$ cat config.mk
export PLATFORM = sky130hd
export DESIGN_NAME = rom_arbiter
export DESIGN_NICKNAME = d
export VERILOG_FILES = /design/src/rtl/rom_pkg.sv /design/src/rtl/rr_arbiter.sv /design/src/rtl/rom_arbiter.sv
export SDC_FILE = /design/constraint.sdc
export NUM_CORES = 1
export LEC_CHECK = 0
export BUFFER_PORTS_ARGS = -buffer_cell sky130_fd_sc_hd__buf_4
export CORE_MARGIN = 2
export CORE_UTILIZATION = 45
export DETAILED_ROUTE_END_ITERATION = 6
export PLACE_DENSITY = 0.92
export SLEW_MARGIN = 10
export SYNTH_ARGS = -nofsm -noshare
export SYNTH_HDL_FRONTEND = slang
export SYNTH_SLANG_ARGS = --single-unit
$ cat constraint.sdc
create_clock -name clk -period 2.2 [get_ports clk]
set_clock_uncertainty 0.15 [all_clocks]
set_input_delay 0.55 -clock clk [delete_from_list [all_inputs] [get_ports clk]]
set_output_delay 0.55 -clock clk [all_outputs]
set_load 0.005 [all_outputs]
$ cat src/rtl/rom_pkg.sv
// ============================================================================
// Module : rom_pkg
// Brief  : Shared ROM geometry, arbiter FSM state type and SECDED ROM image.
// Rev    : 1.0  initial release
// ============================================================================
`default_nettype none

package rom_pkg;

    localparam int ROM_ADR_W  = 10;
    localparam int ROM_DATA_W = 32;
    localparam int ROM_CODE_W = 39;   // 1 overall parity + 6 Hamming + 32 data

    typedef enum logic [1:0] {
        ST_IDLE = 2'd0,
        ST_READ = 2'd1,
        ST_RESP = 2'd2
    } state_t;

    // Column of the Hamming matrix for data bit j: j-th 6-bit value of weight >= 2.
    function automatic logic [5:0] ecc_col(input int j);
        int         k;
        logic [5:0] col;
        k   = 0;
        col = '0;
        for (int v = 3; v < 64; v++) begin
            if ($countones(6'(v)) >= 2) begin
                if (k == j) col = 6'(v);
                k++;
            end
        end
        return col;
    endfunction

    function automatic logic [5:0] ecc_check(input logic [31:0] d);
        logic [5:0] c;
        c = '0;
        for (int j = 0; j < 32; j++) begin
            if (d[j]) c = c ^ ecc_col(j);
        end
        return c;
    endfunction

    // Stored ROM image; the top word carries a single flipped data bit that
    // the decoder is expected to repair.
    function automatic logic [ROM_CODE_W-1:0] rom_code(input logic [31:0] adr,
                                                        input logic        corrupt);
        logic [31:0]           d;
        logic [5:0]            c;
        logic [ROM_CODE_W-1:0] code;
        d    = (adr * 32'h9E37_79B1) ^ 32'h04A9_339B;
        c    = ecc_check(d);
        code = {^{c, d}, c, d};
        if (corrupt) code[7] = ~code[7];
        return code;
    endfunction

endpackage

`default_nettype wire

$ cat src/rtl/rr_arbiter.sv
// ============================================================================
// Module : rr_arbiter
// Brief  : Round-robin priority select; priority starts one past 'last'.
// Rev    : 1.0  initial release
// ============================================================================
`default_nettype none

module rr_arbiter #(
    parameter int N     = 2,
    parameter int IDX_W = 1
) (
    input  logic [N-1:0]     req,
    input  logic [IDX_W-1:0] last,
    output logic [N-1:0]     gnt
);

    logic [IDX_W-1:0] w_idx;

    // Walk from lowest to highest priority so the highest-priority hit wins.
    always_comb begin
        gnt   = '0;
        w_idx = '0;
        for (int i = N; i >= 1; i--) begin
            w_idx = IDX_W'((int'(last) + i) % N);
            if (req[w_idx]) gnt = N'(1) << w_idx;
        end
    end

endmodule

`default_nettype wire

$ cat src/rtl/rom_arbiter.sv
// ============================================================================
// Module : rom_arbiter
// Brief  : Round-robin arbiter sharing one ROM port among N_REQ requesters.
// Rev    : 1.0  initial release
// ============================================================================
`default_nettype none

module rom_arbiter
    import rom_pkg::*;
#(
    parameter int N_REQ  = 2,
    parameter int ADR_W  = ROM_ADR_W,
    parameter int DATA_W = ROM_DATA_W
) (
    input  logic                        clk,
    input  logic                        rst,
    input  logic [N_REQ-1:0]            req_valid,
    input  logic [N_REQ-1:0][ADR_W-1:0] req_adr,
    output logic [N_REQ-1:0]            req_ready,
    output logic [N_REQ-1:0]            rsp_valid,
    input  logic [N_REQ-1:0]            rsp_ready,
    output logic [DATA_W-1:0]           rsp_data,
    output logic [ADR_W-1:0]            rom_adr,
    output logic                        rom_cs,
    input  logic [DATA_W-1:0]           rom_d,
    output logic                        busy
);

    localparam int IDX_W = $clog2(N_REQ);

    state_t             r_state;
    state_t             w_state_nxt;
    logic [IDX_W-1:0]   r_last;      // last granted; also the access in flight
    logic [ADR_W-1:0]   r_adr;
    logic [DATA_W-1:0]  r_data;
    logic [N_REQ-1:0]   w_gnt;
    logic [IDX_W-1:0]   w_win_idx;
    logic               w_take;

    rr_arbiter #(
        .N     (N_REQ),
        .IDX_W (IDX_W)
    ) u_rr (
        .req  (req_valid),
        .last (r_last),
        .gnt  (w_gnt)
    );

    always_comb begin
        w_win_idx = '0;
        for (int i = 0; i < N_REQ; i++) begin
            if (w_gnt[i]) w_win_idx = IDX_W'(i);
        end
    end

    assign w_take = (r_state == ST_IDLE) && (|req_valid);

    always_comb begin
        w_state_nxt = r_state;
        case (r_state)
            ST_IDLE: if (|req_valid) w_state_nxt = ST_READ;
            ST_READ: w_state_nxt = ST_RESP;
            ST_RESP: if (rsp_ready[r_last]) w_state_nxt = ST_IDLE;
            default: w_state_nxt = ST_IDLE;
        endcase
    end

    always_ff @(posedge clk or posedge rst) begin
        if (rst) begin
            r_state <= ST_IDLE;
            r_last  <= IDX_W'(N_REQ - 1);
            r_adr   <= '0;
            r_data  <= '0;
        end else begin
            r_state <= w_state_nxt;
            if (w_take) begin
                r_last <= w_win_idx;
                r_adr  <= req_adr[w_win_idx];
            end
            if (r_state == ST_READ) r_data <= rom_d;
        end
    end

    // The grant pulse is combinational, so it is masked while reset is held.
    assign req_ready = (w_take && !rst) ? w_gnt : '0;
    assign rsp_valid = (r_state == ST_RESP) ? (N_REQ'(1) << r_last) : '0;
    assign rsp_data  = r_data;
    assign rom_adr   = r_adr;
    assign rom_cs    = (r_state != ST_READ);
    assign busy      = (r_state != ST_IDLE);

endmodule

`default_nettype wire

## Word-level counts from Yosys, hierarchy flattened

Index checks and enable logic that the tools add are counted.
Widths: inputs -> output; s select.

| storage, ports and cells | value |
|---|---|
| input port bits | 58 |
| word-level logic and storage cells | 41 |
| bits in registers | 45 |
| output and inout bits | 48 |

| operators by class | value |
|---|---|
| muxes and demuxes | 16 |
| equality and inequality tests | 5 |
| add/subtract/negate cells | 2 |
| shifts and indexed selects | 3 |
| reductions and logical operators | 7 |
| magnitude comparators | 4 |

Operator list:

| operator | number |
|---|---|
| $mux 10 | 2 |
| $mux 2 | 6 |
| $lt 1x2->1 const B | 4 |
| $mux 1 | 7 |
| $pmux 2 s3 | 1 |
| $shl 1x1->2 const A | 3 |
| $ne 2x1->1 const B | 2 |
| $add 1x1->1 const B | 2 |
| $eq 2x1->1 const B | 1 |
| $eq 2x2->1 const B | 1 |
| $logic_and 1x1->1 | 2 |
| $logic_not 2->1 | 1 |
| $ne 2x2->1 const B | 1 |
| $reduce_and 2->1 | 1 |
| $reduce_bool 2->1 | 1 |
| $reduce_or 2->1 | 1 |
| $logic_not 1->1 | 1 |

## Longest topological paths before layout

Gate-level depths: netlist of the first run.

| logic depth | value |
|---|---|
| depth in word-level cells | 8 |
| mapped depth | 5 |
| gate-level depth less buffers | 3 |

## Modules after synthesis

A second synthesis of the first run with hierarchy kept.

| second synthesis, totals | value |
|---|---|
| cell total of the unflattened synthesis | 120 |
| area total of the unflattened synthesis | 1930.6 sq um |

By module, submodules not included:

| module | area each (sq um) | seq. area each (sq um) | instances | cells an instance |
|---|---|---|---|---|
| rom_arbiter | 1911.8 | 1127.3 | 1 | 117 |
| rr_arbiter | 18.8 | 0.0 | 1 | 3 |

## Worst setup path after synthesis of the first run

No wires, ideal clock.

| path | value |
|---|---|
| path kind | input to output |
| from | input port req_valid[1] |
| to | output port req_ready[1] |
| data required time | 1.500 ns |
| path slack | 0.412 ns |
| arrival | 1.088 ns |
| cell stages on the path | 3 |
| buffers on the path | 1 |
| cells stage by stage | a21bo_2 -> buf_6 -> nor3_1 |

| between the ends | value |
|---|---|
| word-level cells in the longest chain between the ends | 5 |
| elaborated cells between the ends (all ways) | 10 |
| those cells by class | 7 x mux; 3 x reduce/logical |

RTL lines:

| element | line | text |
|---|---|---|
| from (decl) | rom_arbiter.sv:17 | `input logic [N_REQ-1:0] req_valid,` |
| $mux 1 (implied by the code) (2 in series) | rr_arbiter.sv:25 | `if (req[w_idx]) gnt = N'(1) << w_idx;` |
| $mux 2 (2 in series) | rr_arbiter.sv:25 |  |
| $mux 2 (*) | rom_arbiter.sv:85 | `assign req_ready = (w_take && !rst) ? w_gnt : '0;` |
| to (decl) | rom_arbiter.sv:19 | `output logic [N_REQ-1:0] req_ready,` |

Mark *: on every way between the ends. The rest lies on a longest branch, timed or not. The select of a mux whose other input is x is not followed.

## Worst setup path in the final report of the first run

| path | value |
|---|---|
| from | register r_last |
| to | output port req_ready[0] |

| between the ends | value |
|---|---|
| word-level cells in the longest chain between the ends | 6 |
| elaborated cells between the ends (all ways) | 11 |
| those cells by class | 2 x add/sub; 2 x shift; 7 x mux |

RTL lines:

| element | line | text |
|---|---|---|
| from (decl) | rom_arbiter.sv:33 | `logic [IDX_W-1:0] r_last;` |
| from (signal assigned) | rom_arbiter.sv:71 | `r_last <= IDX_W'(N_REQ - 1);` |
| from (signal assigned) | rom_arbiter.sv:77 | `r_last <= w_win_idx;` |
| $add 1x1->1 | rr_arbiter.sv:24 | `w_idx = IDX_W'((int'(last) + i) % N);` |
| $mux 1 (implied by the code) (2 in series) | rr_arbiter.sv:25 |  |
| $mux 2 | rr_arbiter.sv:25 |  |
| $mux 2 (*) | rr_arbiter.sv:25 |  |
| $mux 2 (*) | rom_arbiter.sv:85 |  |

Marks and branches as above.

==> reports/metrics.csv, run 1 <==
stage,metric,value,unit
timing,RSZ-0062 raised after global routing,no,
worst_setup_path,critical-path maximum fanout,4,
clock_tree,Max Root-Sink Buffers,2,
yosys,Synth Cell Area,2010,um2
worst_setup_path,CP Capture Type,primary output,
power_and_ir_drop,Pwr per Cell Area,1410,nW/um2
clock_tree,CTS tree,built,
grt,first-pass GRT wire length,7.70,mm
timing,worst slew pin tran,0.534,ns
clock_tree,# clock sinks,45,
min_path,Hold/Removal Path Class,input pin to asynchronous set/reset pin,
grt,vias in the first global route,1646,
finish,cell area after layout,2930,um2
worst_setup_path,R2R Path End,rsp_data[28]$_DFFE_PP0N_,
worst_setup_path,Setup CP Type,register to primary output,
yosys,Post-synth EDFFs,0,
yosys,top-area cell type share of the netlist area,54.7,%
floorplanning,Die X,70.9,um
clock_tree,H-tree depth,2,
finish,"commonest cells after routing, fill and taps aside","108 x buf_4, 44 x dfrtp_1, 28 x mux2_4, 20 x nand2_1",
floorplanning,io pins,106,
clock_tree,cts hold-fix bufs,0,
run,Max Cap Viol,0,
finish,area occupied by registers,1130,um2
worst_setup_path,reg-to-reg startpoint,r_state[1]$_DFFE_PP0P_,
route,WL final,4.63,mm
yosys,post-synthesis net count,203,
finish,share of layout cells above drive strength 1,62.6,%
route,wire length per cell,15.1,um
finish,Multi-input gate area,767,um2
power_and_ir_drop,leakage power total,1.51,nW
route,# DRC,0,
floorplanning,Starting Density,46.6,%
yosys,"FF+latch count, synth",45,
worst_setup_path,flop2flop setup slack,0.71,ns
yosys,Mapped Avg Cell Area,13.9,um2
floorplanning,Die Ht,70.9,um
worst_setup_path,Reg2Reg Depth,3,
yosys,"area leader, netlist",dfrtp_1,
finish,Filler cells,337,
timing,period utilisation layout,94.0,%
route,Pre-antenna DRT Iters,4,
floorplanning,Rows,24,
yosys,unique cell type count in the Yosys netlist,21,
grt,Total GRT Usage,19.2,%
timing,Final Hold Vio Count,0,
timing,total negative slack,0,ns
finish,Diodes inserted,0,
timing,Final Setup Violations,0,
timing,min Tclk post-route,2.07,ns
clock_tree,CTS buffer count,5,
grt,largest net degree at the start of global routing,32,
yosys,"Top FF cell, synth",dfrtp_1,
status,status,completed,
yosys,Synth warnings,0,
place,placed cell areas,2810,um2
place,GPL Wtd Cong,0.736,
finish,Area Growth Syn to Fin,45.4,%
route,via count,1503,
clock_tree,clock-pin slew on the worst setup and hold paths,0.08,ns
finish,final net count,311,
timing,smallest hold slack,0.179,ns
clock_tree,Root Buffer,clkbuf_8,
place,Final HPWL DP,3.55,mm
route,1st-iter DRT viols,76,
floorplanning,core area,4320,um2
floorplanning,die area,5020,um2
worst_setup_path,CP required,1.50,ns
worst_setup_path,WP data arrival,1.37,ns
finish,"commonest non-fill, non-tap cell in the layout",buf_4,
route,number of vias per cell,4.91,
yosys,Cells after Synth,145,
timing,Slew Limit Headroom,64.4,%
timing,Slew Limit Fails,0,
timing,achievable frequency,0.483,GHz
yosys,synth top area cells,"dfrtp_1 55%, mux2_4 21%, nand2_1 3.7%",
clock_tree,Clock Latency Late Sink,0.28,ns
worst_setup_path,Startpoint Class,register,
place,buffers added on ports,105,
power_and_ir_drop,worst vdd ir,878,uV
yosys,Post-synth ARST share,100,%
route,Final ANT Viol Nets,0,
grt,grt ovf,0,
grt,initial antenna violation count,0,
yosys,"Seq/Total Area, Yosys",56.0,%
-- power breakdown --
| group | internal, mW | switching, mW |
|---|---|---|
| registers | 1.27 | 0.255 |
| logic | 1.32 | 0.736 |
| clock network | 0.284 | 0.260 |
| total | 2.87 | 1.25 |
-- worst max path at each step --
stage                                      start           end  slack [ns]  cells past startpoint
after floorplan                     req_valid[1]  req_ready[1]        0.41                      3
after detailed placement            req_valid[1]  req_ready[1]        0.23                      4
after global routing      r_state[0]$_DFFE_PP0P_  req_ready[0]        0.04                      4
after CTS                     r_last$_DFFE_PP1P_  req_ready[0]        0.06                      3
final                         r_last$_DFFE_PP1P_  req_ready[0]        0.13                      3
after global placement              req_valid[1]  req_ready[1]        0.22                      4
-- routing by layer --
metal	global-route usage, %	part of all wire, %	wire length, um	vias to the layer above
met5	0	0	0	-
met2	34.3	54	2500	62
met4	4.61	0.91	42	0
li1	-	-	-	717
met3	4.27	5.9	273	6
met1	23.8	39	1810	718
-- flip-flops by register name (all words and copies together), names as in the netlist --
register,cells
rom_adr,10
r_state,2
rsp_data,32
r_last,1
-- cell families (layout without fill, tap and decap cells) --
| kind of cell | Yosys count | after routing | share of synthesized area [%] |
|---|---|---|---|
| multiplexers | 33 | 33 | 23.7 |
| flip-flops | 45 | 45 | 56.0 |
| AO/OA/AOI/OAI | 26 | 26 | 8.20 |
| AND/OR/NAND/NOR | 28 | 28 | 5.97 |
| buffers and inverters | 13 | 122 | 6.15 |
-- cell type report --
class	instances	share of cell area, %
clock buffer	7	3.29
clock inverter	1	0.171
inverter	4	0.513
multi-input combinational	87	26.2
sequential	45	38.5
tap	52	2.22
timing repair buffer	110	29.1
-- Yosys cell counts, types with 3 or more instances --
| master | n |
|---|---|
| dfrtp_1 | 44 |
| mux2_4 | 28 |
| nand2_1 | 20 |
| a21oi_1 | 11 |
| a31oi_1 | 11 |
| mux2_2 | 5 |
| inv_1 | 4 |
| buf_12 | 3 |
| buf_2 | 3 |
| buf_6 | 3 |
| nor2_1 | 3 |
-- worst max-delay path, stage by stage (launching register included) --
cell,delay (ns)
dfstp_2,0.56
inv_1,0.07
a2111oi_2,0.29
buf_4,0.17
-- repair_timing --
action                     in CTS  in global routing
setup endpoints to repair       1                  1
resized for setup               0                  1
buffers inserted                2                  0
pin swaps                       0                  1
-- through the flow --
stage / power (mW) / setup slack (ns) / util, % / cells
floorplan: 2.73 / 0.412 / - / 145
global placement: 3.49 / 0.223 / 64.9 / 296
detailed placement: 3.58 / 0.234 / 64.9 / 296
CTS: 4.17 / 0.0553 / 67.6 / 306
global route: 4.39 / 0.0376 / 67.7 / 306
finish: 4.12 / 0.132 / 67.7 / 306
No activity file was read; power rests on OpenSTA's default activity.
==> run 2, diff against run 1 <==
Settings changed: SETUP_SLACK_MARGIN from default to 0.05.
Clock period 2.2 ns to 2.5 ns, I/O delays scaled along.
==> reports/metrics.csv, run 2 (same netlist as run 1, synthesis figures left out) <==
stage,metric,value,unit,change
status,status,completed,,
worst_setup_path,CP Capture Type,primary output,,
clock_tree,post-CTS setup buffer count,0,,-2
power_and_ir_drop,leakage power total,1.48,nW,-2.0%
timing,Slew Limit Headroom,62.1,%,-2.3 points
timing,achievable frequency,0.442,GHz,
worst_setup_path,Startpoint Class,register,,
floorplanning,core area,4320,um2,unchanged
route,WL final,4.48,mm,-3.2%
power_and_ir_drop,switching share of power,30.3,%,-0.10 points
floorplanning,die area,5020,um2,unchanged
worst_setup_path,Reg2Reg Depth,3,,unchanged
finish,Diodes inserted,0,,unchanged
clock_tree,CTS buffer count,5,,unchanged
worst_setup_path,Stages on worst setup path,3,,unchanged
clock_tree,H-tree depth,2,,unchanged
place,buffers added on ports,105,,unchanged
clock_tree,Clock Latency Late Sink,0.28,ns,about the same
worst_setup_path,Setup crit end,req_ready[0],,
route,wire length per cell,14.8,um,-2.2%
worst_setup_path,"critical path, cell by cell","inv_1, a2111oi_2, buf_4",,
worst_setup_path,slowest cell on the critical path,dfstp_2,,
place,GPL Wtd Cong,0.687,,-6.6%
place,pre-CTS setup slack,0.376,ns,+0.141 ns
floorplanning,Rows,24,,unchanged
grt,largest net degree at the start of global routing,46,,+44%
route,1st-iter DRT viols,65,,-14%
min_path,Hold/Removal Path Class,input pin to asynchronous set/reset pin,,
route,# DRC,0,,unchanged
power_and_ir_drop,Int Pwr,2.46,mW,-14%
worst_setup_path,crit path buf inv count,2,,unchanged
worst_setup_path,R2R Path End,rsp_data[31]$_DFFE_PP0N_,,
worst_setup_path,max incr delay on CP,0.60,ns,+0.04 ns
finish,share of layout cells above drive strength 1,61.4,%,-1.2 points
route,via count,1489,,-0.93%
power_and_ir_drop,sw power,1.07,mW,-15%
clock_tree,clock-pin slew on the worst setup and hold paths,0.08,ns,about the same
clock_tree,cts hold-fix bufs,0,,unchanged
place,Final HPWL DP,3.30,mm,-7.0%
worst_setup_path,Setup CP Type,register to primary output,,
clock_tree,Root Buffer,clkbuf_8,,
timing,worst slew pin tran,0.569,ns,+0.0354 ns
timing,period utilisation layout,90.4,%,
worst_setup_path,flop2flop setup slack,0.86,ns,+0.15 ns
power_and_ir_drop,Comb pwr share,49.4,%,-0.5 points
route,Pre-antenna DRT Iters,4,,unchanged
timing,min Tclk post-route,2.26,ns,
floorplanning,Starting Density,46.6,%,unchanged
grt,vias in the first global route,1559,,-5.3%
clock_tree,CTS tree,built,,
clock_tree,post-cts resize count,0,,unchanged
clock_tree,Max Root-Sink Buffers,2,,unchanged
worst_setup_path,reg-to-reg startpoint,r_state[1]$_DFFE_PP0P_,,
timing,Final Hold Vio Count,0,,unchanged
route,Final ANT Viol Nets,0,,unchanged
timing,Slew Limit Fails,0,,unchanged
finish,Finished Layout Cells,303,,-0.98%
timing,smallest hold slack,0.343,ns,+0.164 ns
worst_setup_path,CP required,1.73,ns,+0.23 ns
finish,"commonest non-fill, non-tap cell in the layout",buf_4,,
grt,grt ovf,0,,unchanged
timing,RSZ-0062 raised after global routing,no,,
power_and_ir_drop,Pwr per Cell Area,1230,nW/um2,-13%
power_and_ir_drop,worst vdd ir,715,uV,-19%
grt,Total GRT Usage,18.2,%,-1.1 points
place,placed instance count,296,,unchanged
run,Max Cap Viol,0,,unchanged
timing,total negative slack,0,ns,unchanged
grt,first-pass GRT wire length,7.24,mm,-6.0%
finish,Area Growth Syn to Fin,42.5,%,
worst_setup_path,"CP delay by family, top",flip-flops,,
timing,Final Setup Violations,0,,unchanged
worst_setup_path,CP Launch Point,r_last$_DFFE_PP1P_,,
power_and_ir_drop,sequential share of power,38.2,%,+1.3 points
finish,final net count,309,,-0.64%
clock_tree,# clock sinks,45,,unchanged
worst_setup_path,critical-path maximum fanout,7,,+3
timing,worst setup margin,0.240,ns,+0.108 ns
floorplanning,Die X,70.9,um,unchanged
finish,max reg flops,32,,unchanged
finish,Filler cells,336,,-0.30%
route,number of vias per cell,4.91,,about the same
finish,"commonest cells after routing, fill and taps aside","108 x buf_4, 44 x dfrtp_1, 28 x mux2_4, 20 x nand2_1",,
floorplanning,io pins,106,,unchanged
grt,initial antenna violation count,0,,unchanged
worst_setup_path,WP data arrival,1.48,ns,+0.11 ns
power_and_ir_drop,clock power share,12.5,%,-0.7 points
floorplanning,Die Ht,70.9,um,unchanged
power_and_ir_drop,"Power, Total",3.52,mW,-15%
run 2: changes by cell type in the layout (fill, tap and decap cells not counted):
cell / before / now
nor2_2: 1 / 0
clkinv_2: 1 / 0
nor2_1: 2 / 3
buf_12: 2 / 0
clkbuf_1: 0 / 1
clkbuf_8: 7 / 6
run 2: metrics by stage:
step	utilization (%)	area (um2)
after floorplan	-	2010
after global placement	64.4	2780
after detailed placement	64.4	2780
after CTS	66.3	2870
after global routing	66.3	2870
final	66.3	2870
run 2: power by group through the flow:
stage | combinational (mW) | clock [mW] | sequential (mW)
2_1_floorplan | 1.07 | 0 | 1.34
3_3_place_gp | 1.72 | 0 | 1.33
3_5_place_dp | 1.76 | 0 | 1.35
4_1_cts | 1.77 | 0.458 | 1.34
5_1_grt | 1.88 | 0.487 | 1.39
6_report | 1.74 | 0.439 | 1.34
run 2: routing by layer:
layer  global-route usage (%)  up-vias  part of all wire [%]
li1                         -      709                     -
met1                     22.3      710                    40
met2                     32.0       65                    52
met3                     5.27        5                   7.0
met4                     3.77        0                  0.89
met5                        0        -                     0
run 2: worst min-delay path by stage:
| stage | endpoint | from | slack, ns | cells after the start |
|---|---|---|---|---|
| finish | rom_adr[9]$_DFFE_PP0P_ | rst | 0.34 | 3 |
| global route | r_last$_DFFE_PP1P_ | req_valid[0] | 0.38 | 2 |
| CTS | rsp_data[28]$_DFFE_PP0N_ | rst | 0.36 | 3 |
| detailed placement | rsp_data[23]$_DFFE_PP0N_ | rsp_data[23]$_DFFE_PP0N_ | 0.35 | 1 |
| global placement | rsp_data[24]$_DFFE_PP0N_ | rsp_data[24]$_DFFE_PP0N_ | 0.34 | 1 |
| floorplan | rsp_data[26]$_DFFE_PP0N_ | rsp_data[26]$_DFFE_PP0N_ | 0.35 | 1 |
run 2: worst reg2reg max path, delay by kind of cell, from the launching register on:
family                 cells  cell delay (ns)
AND/OR/NAND/NOR            1             0.13
buffers and inverters      1             0.48
flip-flops                 1             0.36
multiplexers               1             0.42
run 2: layout make-up:
| class | count | area, um2 | share of cell area [%] |
|---|---|---|---|
| Tap cell | 52 | 65.1 | 2.27 |
| Timing Repair Buffer | 108 | 811 | 28.3 |
| Sequential cell | 45 | 1130 | 39.3 |
| Clock buffer | 7 | 86.3 | 3.01 |
| Inverter | 4 | 15.0 | 0.523 |
| Multi-Input combinational cell | 87 | 764 | 26.6 |
